<file path="src/rtl/ctrl_pkg.sv">
// Shared opcodes, ALUOp encodings, FSM states and the control bundle for the
// pipelined RV32I main-control stage.
package ctrl_pkg;

  localparam logic [6:0] OpR      = 7'b0110011;
  localparam logic [6:0] OpIArith = 7'b0010011;
  localparam logic [6:0] OpLoad   = 7'b0000011;
  localparam logic [6:0] OpStore  = 7'b0100011;
  localparam logic [6:0] OpBranch = 7'b1100011;
  localparam logic [6:0] OpLui    = 7'b0110111;
  localparam logic [6:0] OpAuipc  = 7'b0010111;
  localparam logic [6:0] OpJal    = 7'b1101111;
  localparam logic [6:0] OpJalr   = 7'b1100111;
  localparam logic [6:0] OpSystem = 7'b1110011;

  localparam logic [1:0] AluAdd = 2'b00;
  localparam logic [1:0] AluBr  = 2'b01;
  localparam logic [1:0] AluR   = 2'b10;
  localparam logic [1:0] AluI   = 2'b11;

  localparam int unsigned AgeW = 3;

  typedef enum logic [1:0] {
    StRun,
    StHazard,
    StHalt
  } state_e;

  typedef struct packed {
    logic       branch;
    logic       mem_read;
    logic       mem_to_reg;
    logic       mem_write;
    logic       alu_src;
    logic       reg_write;
    logic       jump;
    logic       sys;
    logic       illegal;
    logic [1:0] alu_op;
  } ctrl_bundle_t;

endpackage

</file>
<file path="src/rtl/ctrl_main_dec.sv">
// Combinational main decoder: opcode -> control bundle plus source-register
// usage flags for hazard detection.
module ctrl_main_dec
  import ctrl_pkg::*;
(
  input  logic [6:0]   opcode_i,
  output ctrl_bundle_t ctrl_o,
  output logic         rs1_used_o,
  output logic         rs2_used_o
);

  always_comb begin
    ctrl_o     = '0;
    rs1_used_o = 1'b0;
    rs2_used_o = 1'b0;
    case (opcode_i)
      OpR: begin
        ctrl_o.reg_write = 1'b1;
        ctrl_o.alu_op    = AluR;
        rs1_used_o       = 1'b1;
        rs2_used_o       = 1'b1;
      end
      OpIArith: begin
        ctrl_o.reg_write = 1'b1;
        ctrl_o.alu_src   = 1'b1;
        ctrl_o.alu_op    = AluI;
        rs1_used_o       = 1'b1;
      end
      OpLoad: begin
        ctrl_o.mem_read   = 1'b1;
        ctrl_o.mem_to_reg = 1'b1;
        ctrl_o.alu_src    = 1'b1;
        ctrl_o.reg_write  = 1'b1;
        ctrl_o.alu_op     = AluAdd;
        rs1_used_o        = 1'b1;
      end
      OpStore: begin
        ctrl_o.mem_write = 1'b1;
        ctrl_o.alu_src   = 1'b1;
        ctrl_o.alu_op    = AluAdd;
        rs1_used_o       = 1'b1;
        rs2_used_o       = 1'b1;
      end
      OpBranch: begin
        ctrl_o.branch = 1'b1;
        ctrl_o.alu_op = AluBr;
        rs1_used_o    = 1'b1;
        rs2_used_o    = 1'b1;
      end
      OpLui, OpAuipc: begin
        ctrl_o.alu_src   = 1'b1;
        ctrl_o.reg_write = 1'b1;
        ctrl_o.alu_op    = AluAdd;
      end
      OpJal: begin
        ctrl_o.jump      = 1'b1;
        ctrl_o.reg_write = 1'b1;
      end
      OpJalr: begin
        ctrl_o.jump      = 1'b1;
        ctrl_o.reg_write = 1'b1;
        ctrl_o.alu_src   = 1'b1;
        rs1_used_o       = 1'b1;
      end
      OpSystem: ctrl_o.sys = 1'b1;
      default:  ctrl_o.illegal = 1'b1;
    endcase
  end

endmodule

</file>
<file path="src/rtl/ctrl_pipe_decode.sv">
// Registered valid/ready main-control stage with load-use bubble insertion and
// ECALL/EBREAK halt. Define CTRL_PERF_CNT_EN to add stall/halt cycle counters.
module ctrl_pipe_decode
  import ctrl_pkg::*;
#(
  parameter int unsigned ILEN       = 32,
  parameter int unsigned REG_AW     = 5,
  parameter int unsigned ALUOP_W    = 2,
  parameter int unsigned LU_BUBBLES = 1
) (
  input  logic               clk,
  input  logic               rst_n,
  input  logic               flush,
  input  logic               resume,
  input  logic               in_valid,
  output logic               in_ready,
  input  logic [ILEN-1:0]    in_instr,
  output logic               out_valid,
  input  logic               out_ready,
  output logic               out_branch,
  output logic               out_mem_read,
  output logic               out_mem_to_reg,
  output logic               out_mem_write,
  output logic               out_alu_src,
  output logic               out_reg_write,
  output logic               out_jump,
  output logic               out_sys,
  output logic               out_illegal,
  output logic [ALUOP_W-1:0] out_alu_op,
  output logic [REG_AW-1:0]  out_rd,
  output logic [REG_AW-1:0]  out_rs1,
  output logic [REG_AW-1:0]  out_rs2,
  output logic [2:0]         out_funct3,
`ifdef CTRL_PERF_CNT_EN
  output logic [31:0]        perf_stall_cnt,
  output logic [31:0]        perf_halt_cnt,
`endif
  output logic               halted
);

  ctrl_bundle_t dec, bundle_q;
  logic rs1_used, rs2_used, hazard, accept, valid_d, valid_q;
  logic [REG_AW-1:0] rd, rs1, rs2, rd_q, rs1_q, rs2_q, last_rd_d, last_rd_q;
  logic [2:0] f3_q;
  logic [AgeW-1:0] age_d, age_q;
  state_e state_q;
  logic unused_instr;

  assign rd  = REG_AW'(in_instr[11:7]);
  assign rs1 = REG_AW'(in_instr[19:15]);
  assign rs2 = REG_AW'(in_instr[24:20]);
  assign unused_instr = ^in_instr[ILEN-1:25];

  ctrl_main_dec u_dec (
    .opcode_i   (in_instr[6:0]),
    .ctrl_o     (dec),
    .rs1_used_o (rs1_used),
    .rs2_used_o (rs2_used)
  );

  assign hazard = in_valid && (age_q != '0) && (last_rd_q != '0) &&
                  ((rs1_used && rs1 == last_rd_q) || (rs2_used && rs2 == last_rd_q));
  assign in_ready = (state_q == StRun) && !flush && !hazard && (!valid_q || out_ready);
  assign accept   = in_valid && in_ready;

  always_comb begin
    age_d     = age_q;
    last_rd_d = last_rd_q;
    valid_d   = valid_q;
    if (flush) begin
      age_d   = '0;
      valid_d = 1'b0;
    end else begin
      if (accept && dec.mem_read && rd != '0) begin
        age_d     = AgeW'(LU_BUBBLES);
        last_rd_d = rd;
      end else if (out_ready && age_q != '0) begin
        age_d = age_q - 1'b1;
      end
      if (accept) valid_d = 1'b1;
      else if (out_ready) valid_d = 1'b0;
    end
  end

  always_ff @(posedge clk or negedge rst_n) begin
    if (!rst_n) begin
      age_q     <= '0;
      last_rd_q <= '0;
      valid_q   <= 1'b0;
      bundle_q  <= '0;
      rd_q      <= '0;
      rs1_q     <= '0;
      rs2_q     <= '0;
      f3_q      <= '0;
    end else begin
      age_q     <= age_d;
      last_rd_q <= last_rd_d;
      valid_q   <= valid_d;
      if (accept) begin
        bundle_q <= dec;
        rd_q     <= rd;
        rs1_q    <= rs1;
        rs2_q    <= rs2;
        f3_q     <= in_instr[14:12];
      end
    end
  end

  // HAZARD is left as soon as the bubble count drains, so the dependent
  // instruction issues on the very next cycle.
  always_ff @(posedge clk or negedge rst_n) begin
    if (!rst_n) begin
      state_q <= StRun;
    end else if (flush) begin
      state_q <= StRun;
    end else begin
      unique case (state_q)
        StRun: begin
          if (accept && dec.sys) state_q <= StHalt;
          else if (hazard && age_d != '0) state_q <= StHazard;
        end
        StHazard: if (age_d == '0) state_q <= StRun;
        StHalt:   if (resume) state_q <= StRun;
        default:  state_q <= StRun;
      endcase
    end
  end

`ifdef CTRL_PERF_CNT_EN
  always_ff @(posedge clk or negedge rst_n) begin
    if (!rst_n) begin
      perf_stall_cnt <= '0;
      perf_halt_cnt  <= '0;
    end else begin
      if (state_q == StHazard && perf_stall_cnt != '1) perf_stall_cnt <= perf_stall_cnt + 1'b1;
      if (state_q == StHalt && perf_halt_cnt != '1) perf_halt_cnt <= perf_halt_cnt + 1'b1;
    end
  end
`endif

  assign out_valid      = valid_q;
  assign out_branch     = bundle_q.branch;
  assign out_mem_read   = bundle_q.mem_read;
  assign out_mem_to_reg = bundle_q.mem_to_reg;
  assign out_mem_write  = bundle_q.mem_write;
  assign out_alu_src    = bundle_q.alu_src;
  assign out_reg_write  = bundle_q.reg_write;
  assign out_jump       = bundle_q.jump;
  assign out_sys        = bundle_q.sys;
  assign out_illegal    = bundle_q.illegal;
  assign out_alu_op     = ALUOP_W'(bundle_q.alu_op);
  assign out_rd         = rd_q;
  assign out_rs1        = rs1_q;
  assign out_rs2        = rs2_q;
  assign out_funct3     = f3_q;
  assign halted         = (state_q == StHalt);

endmodule

</file>
<file path="config.mk">
export PLATFORM = sky130hd
export DESIGN_NAME = ctrl_pipe_decode
export DESIGN_NICKNAME = d
export VERILOG_FILES = /design/src/rtl/ctrl_pkg.sv /design/src/rtl/ctrl_main_dec.sv /design/src/rtl/ctrl_pipe_decode.sv
export SDC_FILE = /design/constraint.sdc
export NUM_CORES = 1
export LEC_CHECK = 0
export BUFFER_PORTS_ARGS = -buffer_cell sky130_fd_sc_hd__buf_2
export CAP_MARGIN = 20
export CORE_ASPECT_RATIO = 1.5
export CORE_MARGIN = 2
export CORE_UTILIZATION = 53
export CTS_CLUSTER_DIAMETER = 50
export DETAILED_ROUTE_END_ITERATION = 7
export GPL_TIMING_DRIVEN = 0
export PLACE_DENSITY = 0.87
export RECOVER_POWER = 25
export SLEW_MARGIN = 10
export SYNTH_ARGS = -nofsm -noshare
export SYNTH_HDL_FRONTEND = slang
export SYNTH_SLANG_ARGS = --single-unit
</file>
<file path="constraint.sdc">
create_clock -name clk -period 4.77 [get_ports clk]
set_input_delay 0.477 -clock clk [delete_from_list [all_inputs] [get_ports clk]]
set_output_delay 0.477 -clock clk [all_outputs]
set_load 0.05 [all_outputs]
</file>
==> flow_summary.toml, run 1 <==
[clocking]
cts_post_setup_buffers_inserted = 0
clockBufferDepth = 2
clk_pin_slew_worst_paths_ns = 0.07
cts_root_buf = "clkbuf_8"
clk_latency_ns = 0.29
cts_buffers = 5
cts-htree-levels = 2
cts_tree = "done"
cts_resized = 0
ctsHoldBuffers = 0
cts_num_sinks = 39

[worst_hold_path]
hold_start = "in_instr[12]"
hold_class = "input pin to flip-flop"

[synth]
synth_nets = 203
synth_cells = 163
synth_ff_type = "dfrtp_1"
synth-seq-area-share = 0.4881
synthArstFlopShare = 1.000
synth.distinct_cells = 48
synth_edf_count = 0
yosys_warnings = 0
netlist_area_um2 = 1999
syn_avg_cell_area_um2 = 12.27
ys_ff_latch = 39

[routing]
ant_nets = 0
drt-pass1-iter-count = 4
drtIter0Drc = 41
num_vias = 1538
drc_errors = 0
viasPerCell = 5.593
wl_per_cell_um = 15.21
routed_wl_um = 4184

[die]
die_area_um2 = 4290
start_util = 0.5480
ioPinCount = 70
coreArea_um2 = 3649
rows = 27
die_w_um = 54.15
die_h_um = 79.23

[finish]
utilization = 0.6704
final_common_cell = "buf_2"
drive_gt1_frac = 0.3879
nNetsFinal = 271
mostFrequentLayoutCells = "61 x buf_2, 39 x dfrtp_1, 23 x mux2_1"
finalNonFillerCells = 275
syn_to_final_growth_pct = 22.34
antenna_cells = 0
nFillCells = 292

[critical_path]
cp_slowest_cell = "or4_2"
crit_chain = "inv_1, ha_1, or2b_2, o211ai_4, or4_2, nand3b_1, nor2_1, buf_2"
end_kind = "output port"
max_stage_delay_ns = 0.70
required_ns = 4.29
r2r-start = "last_rd_q[1]"
critPathMaxFanout = 4
start_kind = "flip-flop"
ff2ff_setup_slack_ns = 2.45
crit_type = "flip-flop to output port"
crit_arrival_ns = 2.39
cp-startpoint = "age_q[0]"

[sta]
slew_headroom = -0.3273
fin_tns_setup_ns = 0
min_period_ns = 2.864
tightestPinTransition_ns = 1.991
finalHoldViolations = 0
drv_slew = 40
fmax_mhz = 349.1
period_share = 0.6005
rsz0062_at_grt = "no"
skew_ns = 0.004500
setup_viol = 0

[pwr]
powerDensity_nw_per_um2 = 377.1
p_leak_nw = 1.179
p_comb_frac = 0.338
p_switching_mw = 0.3477
p_int_mw = 0.5749
ir_worst_vdd_uv = 289.3
p_clk_frac = 0.235
pwr-share-seq = 0.428
p_total_mw = 0.9225
switching_share = 0.3768

[global_route]
antenna_found_initial = 0
grt_pass1_vias = 1484
grt-ovfl-total = 0
grt_pass1_wl_um = 6713
grt_use_total = 0.2166
grt_max_degree = 40

[flow_run]
cap_violations = 1

[status]
status = "finished, violations left"
violations = "capacitance limit, slew limit"

[placed_design]
port_buffers = 61
dp_cells = 267
dp_hpwl_um = 3246
place_congestion = 0.8937
[worst max-delay path, delay by kind of cell (launching register included)]
kind            cells  cell delay [ns]
compound gates      1             0.12
fa+ha+maj           1             0.20
buf+inv             2             0.29
flops               1             0.42
simple gates        4             1.09
[power by group through the flow]
stage               clock, mW  combinational (mW)  sequential [mW]
finish                  0.216               0.312            0.395
global route            0.233               0.334            0.400
CTS                     0.223               0.313            0.394
detailed placement          0               0.312            0.400
global placement            0               0.301            0.398
floorplan                   0               0.130            0.498
[worst paths after layout]
path	cells past startpoint	end
max in group asynchronous	1	out_funct3[2]
worst min-delay path	2	out_funct3[0]
worst min register to register	1	out_alu_op[0]
worst max-delay path	8	in_ready
worst max register to register	6	out_rd[0]
min in group asynchronous	1	out_rd[1]
[cells by family after synthesis]
kind of cell,synth area share
AO/OA/AOI/OAI,0.09075
XOR/XNOR,0.05695
adder cells (fa/ha/maj),0.01251
buffers and inverters,0.02690
flip-flops,0.4881
multiplexers,0.1683
AND/OR/NAND/NOR,0.1565
[final cells by class]
type                    instances  area [um2]  area share
plain buffers                   5       38.79     0.01586
clock buffers                   5       68.82     0.02813
clock inverters                 3       20.02    0.008184
inverters                       4       15.01    0.006138
multi-input cells             115       969.7      0.3964
flip-flops and latches         39       975.9      0.3990
well taps                      43       53.80     0.02199
repair buffers                 61       304.0      0.1243
[registers in the layout (all words and copies together) (netlist names), 2 cells and up]
register    cells
age_q           3
last_rd_q       5
out_alu_op      2
out_funct3      3
out_rd          5
out_rs1         5
out_rs2         5
state_q         2
[routing by layer]
metal / share of wire / vias up / GRT usage
met4: 0.011 / 0 / 0.06500
li1: - / 725 / -
met5: 0 / - / 0
met3: 0.038 / 5 / 0.05075
met2: 0.56 / 33 / 0.3771
met1: 0.39 / 775 / 0.2544
[stage by stage]
stage	instance area, um2	setup slack, ns	hold slack [ns]
after floorplan	1999	2.186	0.1814
after global placement	2359	2.209	0.4638
after detailed placement	2359	2.225	0.4692
after CTS	2447	1.915	0.3132
after global routing	2446	1.802	0.4176
final	2446	1.906	0.4174
[cell usage after synthesis (2+ instances only)]
library cell   n  area (um2)
a21oi_1        4       20.02
and3b_2        2       20.02
buf_6          2       22.52
dfrtp_1       39       975.9
ha_1           2       25.02
inv_1          4       15.01
mux2_1        23       259.0
mux2_2         6       67.56
nand2_1       11       41.29
nand4_1        2       12.51
nor2_1        10       37.54
nor2b_1        2       12.51
nor3_1         3       15.01
o21ai_0        4       20.02
o21bai_1       2       15.01
o41ai_1        2       17.52
or2b_2         2       17.52
or4_1          2       15.01
xnor2_1       12       105.1
Note: power is estimated with default switching activity, not from simulation.
==> run 2: changes to the inputs <==
--- a/config.mk
+++ b/config.mk
@@ -5,15 +5,16 @@
 export SDC_FILE = /design/constraint.sdc
 export NUM_CORES = 1
 export LEC_CHECK = 0
+export ABC_AREA = 1
 export BUFFER_PORTS_ARGS = -buffer_cell sky130_fd_sc_hd__buf_2
 export CAP_MARGIN = 20
 export CORE_ASPECT_RATIO = 1.5
 export CORE_MARGIN = 2
-export CORE_UTILIZATION = 53
+export CORE_UTILIZATION = 50
 export CTS_CLUSTER_DIAMETER = 50
 export DETAILED_ROUTE_END_ITERATION = 7
 export GPL_TIMING_DRIVEN = 0
-export PLACE_DENSITY = 0.87
+export PLACE_DENSITY = 0.82
 export RECOVER_POWER = 25
 export SLEW_MARGIN = 10
 export SYNTH_ARGS = -nofsm -noshare
==> constraint.sdc (replaced) <==
create_clock -name clk -period 2.9 [get_ports clk]
set_input_delay 0.29 -clock clk [delete_from_list [all_inputs] [get_ports clk]]
set_output_delay 0.29 -clock clk [all_outputs]
set_load 0.05 [all_outputs]
==> run 2 against run 1 <==
Net effect: the flow still finishes with violations (capacitance limit, slew limit); global-route usage grew 0.24 points; synthesized cell count grew 63%; register-to-register slack lost 1.4 ns; critical path depth shrank 1; synthesized area grew 3.6%; non-clock buffer count grew 4; sequential share of layout area shrank 1.1 points; first-iteration DRC count grew 15%; core utilization shrank 3.5 points.
==> flow_summary.toml, run 2 <==
[synth]
netlist_area_um2 = 2072
synth_edf_count = 0
synth_ff_type = "dfrtp_1"
synth_top_area_cell = "dfrtp_1"
synth_compound_area_frac = 0.07911
ys_ff_latch = 39
yosys-top-cells-area = "dfrtp_1 47%, nand2_1 16%, inv_1 6.3%, o21ai_0 4.1%, nor2_1 3.4%"
synth_cells = 266
synthArstFlopShare = 1.000
yosysTopAreaCellShare = 0.4710
synth_commonest_cells = "88 x nand2_1, 39 x dfrtp_1, 35 x inv_1"
synth.distinct_cells = 30
synth_nets = 306
synth_top_family_by_area = "simple AND/OR/NAND/NOR gates"
syn_avg_cell_area_um2 = 7.789
synth-seq-area-share = 0.4710
synth-xor-area-share = 0.02536
yosysMostFrequentCell = "nand2_1"
synth-simple-area-share = 0.2977
synth-adder-area-share = 0.01208
synthMuxAreaShare = 0
yosys_warnings = 0

[pwr]
ir_worst_vdd_uv = 547.3
p_total_mw = 1.476
p_leak_nw = 1.454
powerDensity_nw_per_um2 = 587.2

[clocking]
cts_resized = 0
clockBufferDepth = 2
ctsHoldBuffers = 0
cts_tree = "done"
cts_num_sinks = 39
clk_latency_ns = 0.29
clk_pin_slew_worst_paths_ns = 0.07
cts-htree-levels = 2
cts_buffers = 5
cts_root_buf = "clkbuf_8"
cts_post_setup_buffers_inserted = 0

[placed_design]
preCtsSetupSlack_ns = 0.9416
dpl_cell_area_um2 = 2434
dp_hpwl_um = 3694
place_congestion = 0.9454
port_buffers = 61
dp_cells = 372

[finish]
syn_to_final_growth_pct = 21.32
final_area_um2 = 2514
final_common_cell = "nand2_1"
nNetsFinal = 374
drive_gt1_frac = 0.2896
utilization = 0.6350
finalNonFillerCells = 380
nFillCells = 368
mostFrequentLayoutCells = "88 x nand2_1, 64 x buf_2, 39 x dfrtp_1"
antenna_cells = 0

[sta]
tightestPinTransition_ns = 2.035
fmax_mhz = 484.1
drv_slew = 40
slew_headroom = -0.3569
skew_ns = 0.005357
min_period_ns = 2.066
period_share = 0.7124
finalHoldViolations = 0
rsz0062_at_grt = "no"
setup_viol = 0
fin_tns_setup_ns = 0
layout_setup_ws_ns = 0.8341
timing.hold.ws_ns = 0.1999

[die]
die_w_um = 56.56
die_h_um = 82.84
ioPinCount = 70
start_util = 0.5234
die_area_um2 = 4685
rows = 28
coreArea_um2 = 3959

[routing]
drc_errors = 0
viasPerCell = 4.992
routed_wl_um = 4756
num_vias = 1897
ant_nets = 0
drt-pass1-iter-count = 4
drtIter0Drc = 47
wl_per_cell_um = 12.52

[status]
status = "finished, violations left"
violations = "capacitance limit, slew limit"

[global_route]
grt_max_degree = 40
grt-ovfl-total = 0
antenna_found_initial = 0
grt_pass1_wl_um = 8038
grt_use_total = 0.2190
grt_pass1_vias = 1844

[critical_path]
required_ns = 2.61
crit_type = "flip-flop to output port"
crit_arrival_ns = 1.78
critPathMaxFanout = 3
start_kind = "flip-flop"
end_kind = "output port"

[flow_run]
cap_violations = 1

[worst_hold_path]
hold_class = "input pin to flip-flop"
## run 2: kinds of logic (layout without fill, tap and decap cells)
logic type               Yosys count  after routing
XOR/XNOR                           6              6
AO/OA/AOI/OAI                     27             27
adder cells (fa/ha/maj)            2              2
AND/OR/NAND/NOR                  143            143
buffers and inverters             49            118
flip-flops                        39             39
## run 2: worst paths after layout
path / startpoint / cells after the start / slack, ns / to
worst max-delay path: age_q[0] / 7 / 0.83 / in_ready
worst min-delay path: in_instr[14] / 3 / 0.20 / out_funct3[2]
worst max register to register: last_rd_q[1] / 14 / 1.05 / out_illegal
worst min register to register: out_funct3[2] / 2 / 0.47 / out_funct3[2]
max in group asynchronous: rst_n / 1 / 1.16 / age_q[2]
min in group asynchronous: rst_n / 1 / 0.57 / out_sys
## run 2: layout make-up
class	instances	area, um2	share of cell area
buffer	9	85.08	0.03385
clock buffer	7	76.32	0.03036
clock inverter	1	5.005	0.001991
inverter	40	152.6	0.06073
multi-input combinational	178	858.3	0.3415
sequential	39	975.9	0.3883
tap	45	56.30	0.02240
timing repair buffer	61	304.0	0.1210
## run 2: where the power goes
group / internal (mW) / switching, mW
logic: 0.139 / 0.347
registers: 0.605 / 0.0340
clock network: 0.169 / 0.182
total: 0.913 / 0.563
## run 2: critical path, stage by stage, from the launching register on
cell      delay [ns]
dfrtp_1         0.37
inv_1           0.11
ha_1            0.16
nand2_1         0.08
o211ai_1        0.09
inv_1           0.08
a21oi_1         0.28
buf_2           0.33
## run 2: metal layers
| layer | share of wire | global-route usage | vias to the layer above |
|---|---|---|---|
| met5 | 0 | 0 | - |
| met4 | 0.025 | 0.1039 | 0 |
| met3 | 0.043 | 0.04361 | 12 |
| met2 | 0.54 | 0.3827 | 58 |
| met1 | 0.40 | 0.2492 | 871 |
| li1 | - | - | 956 |
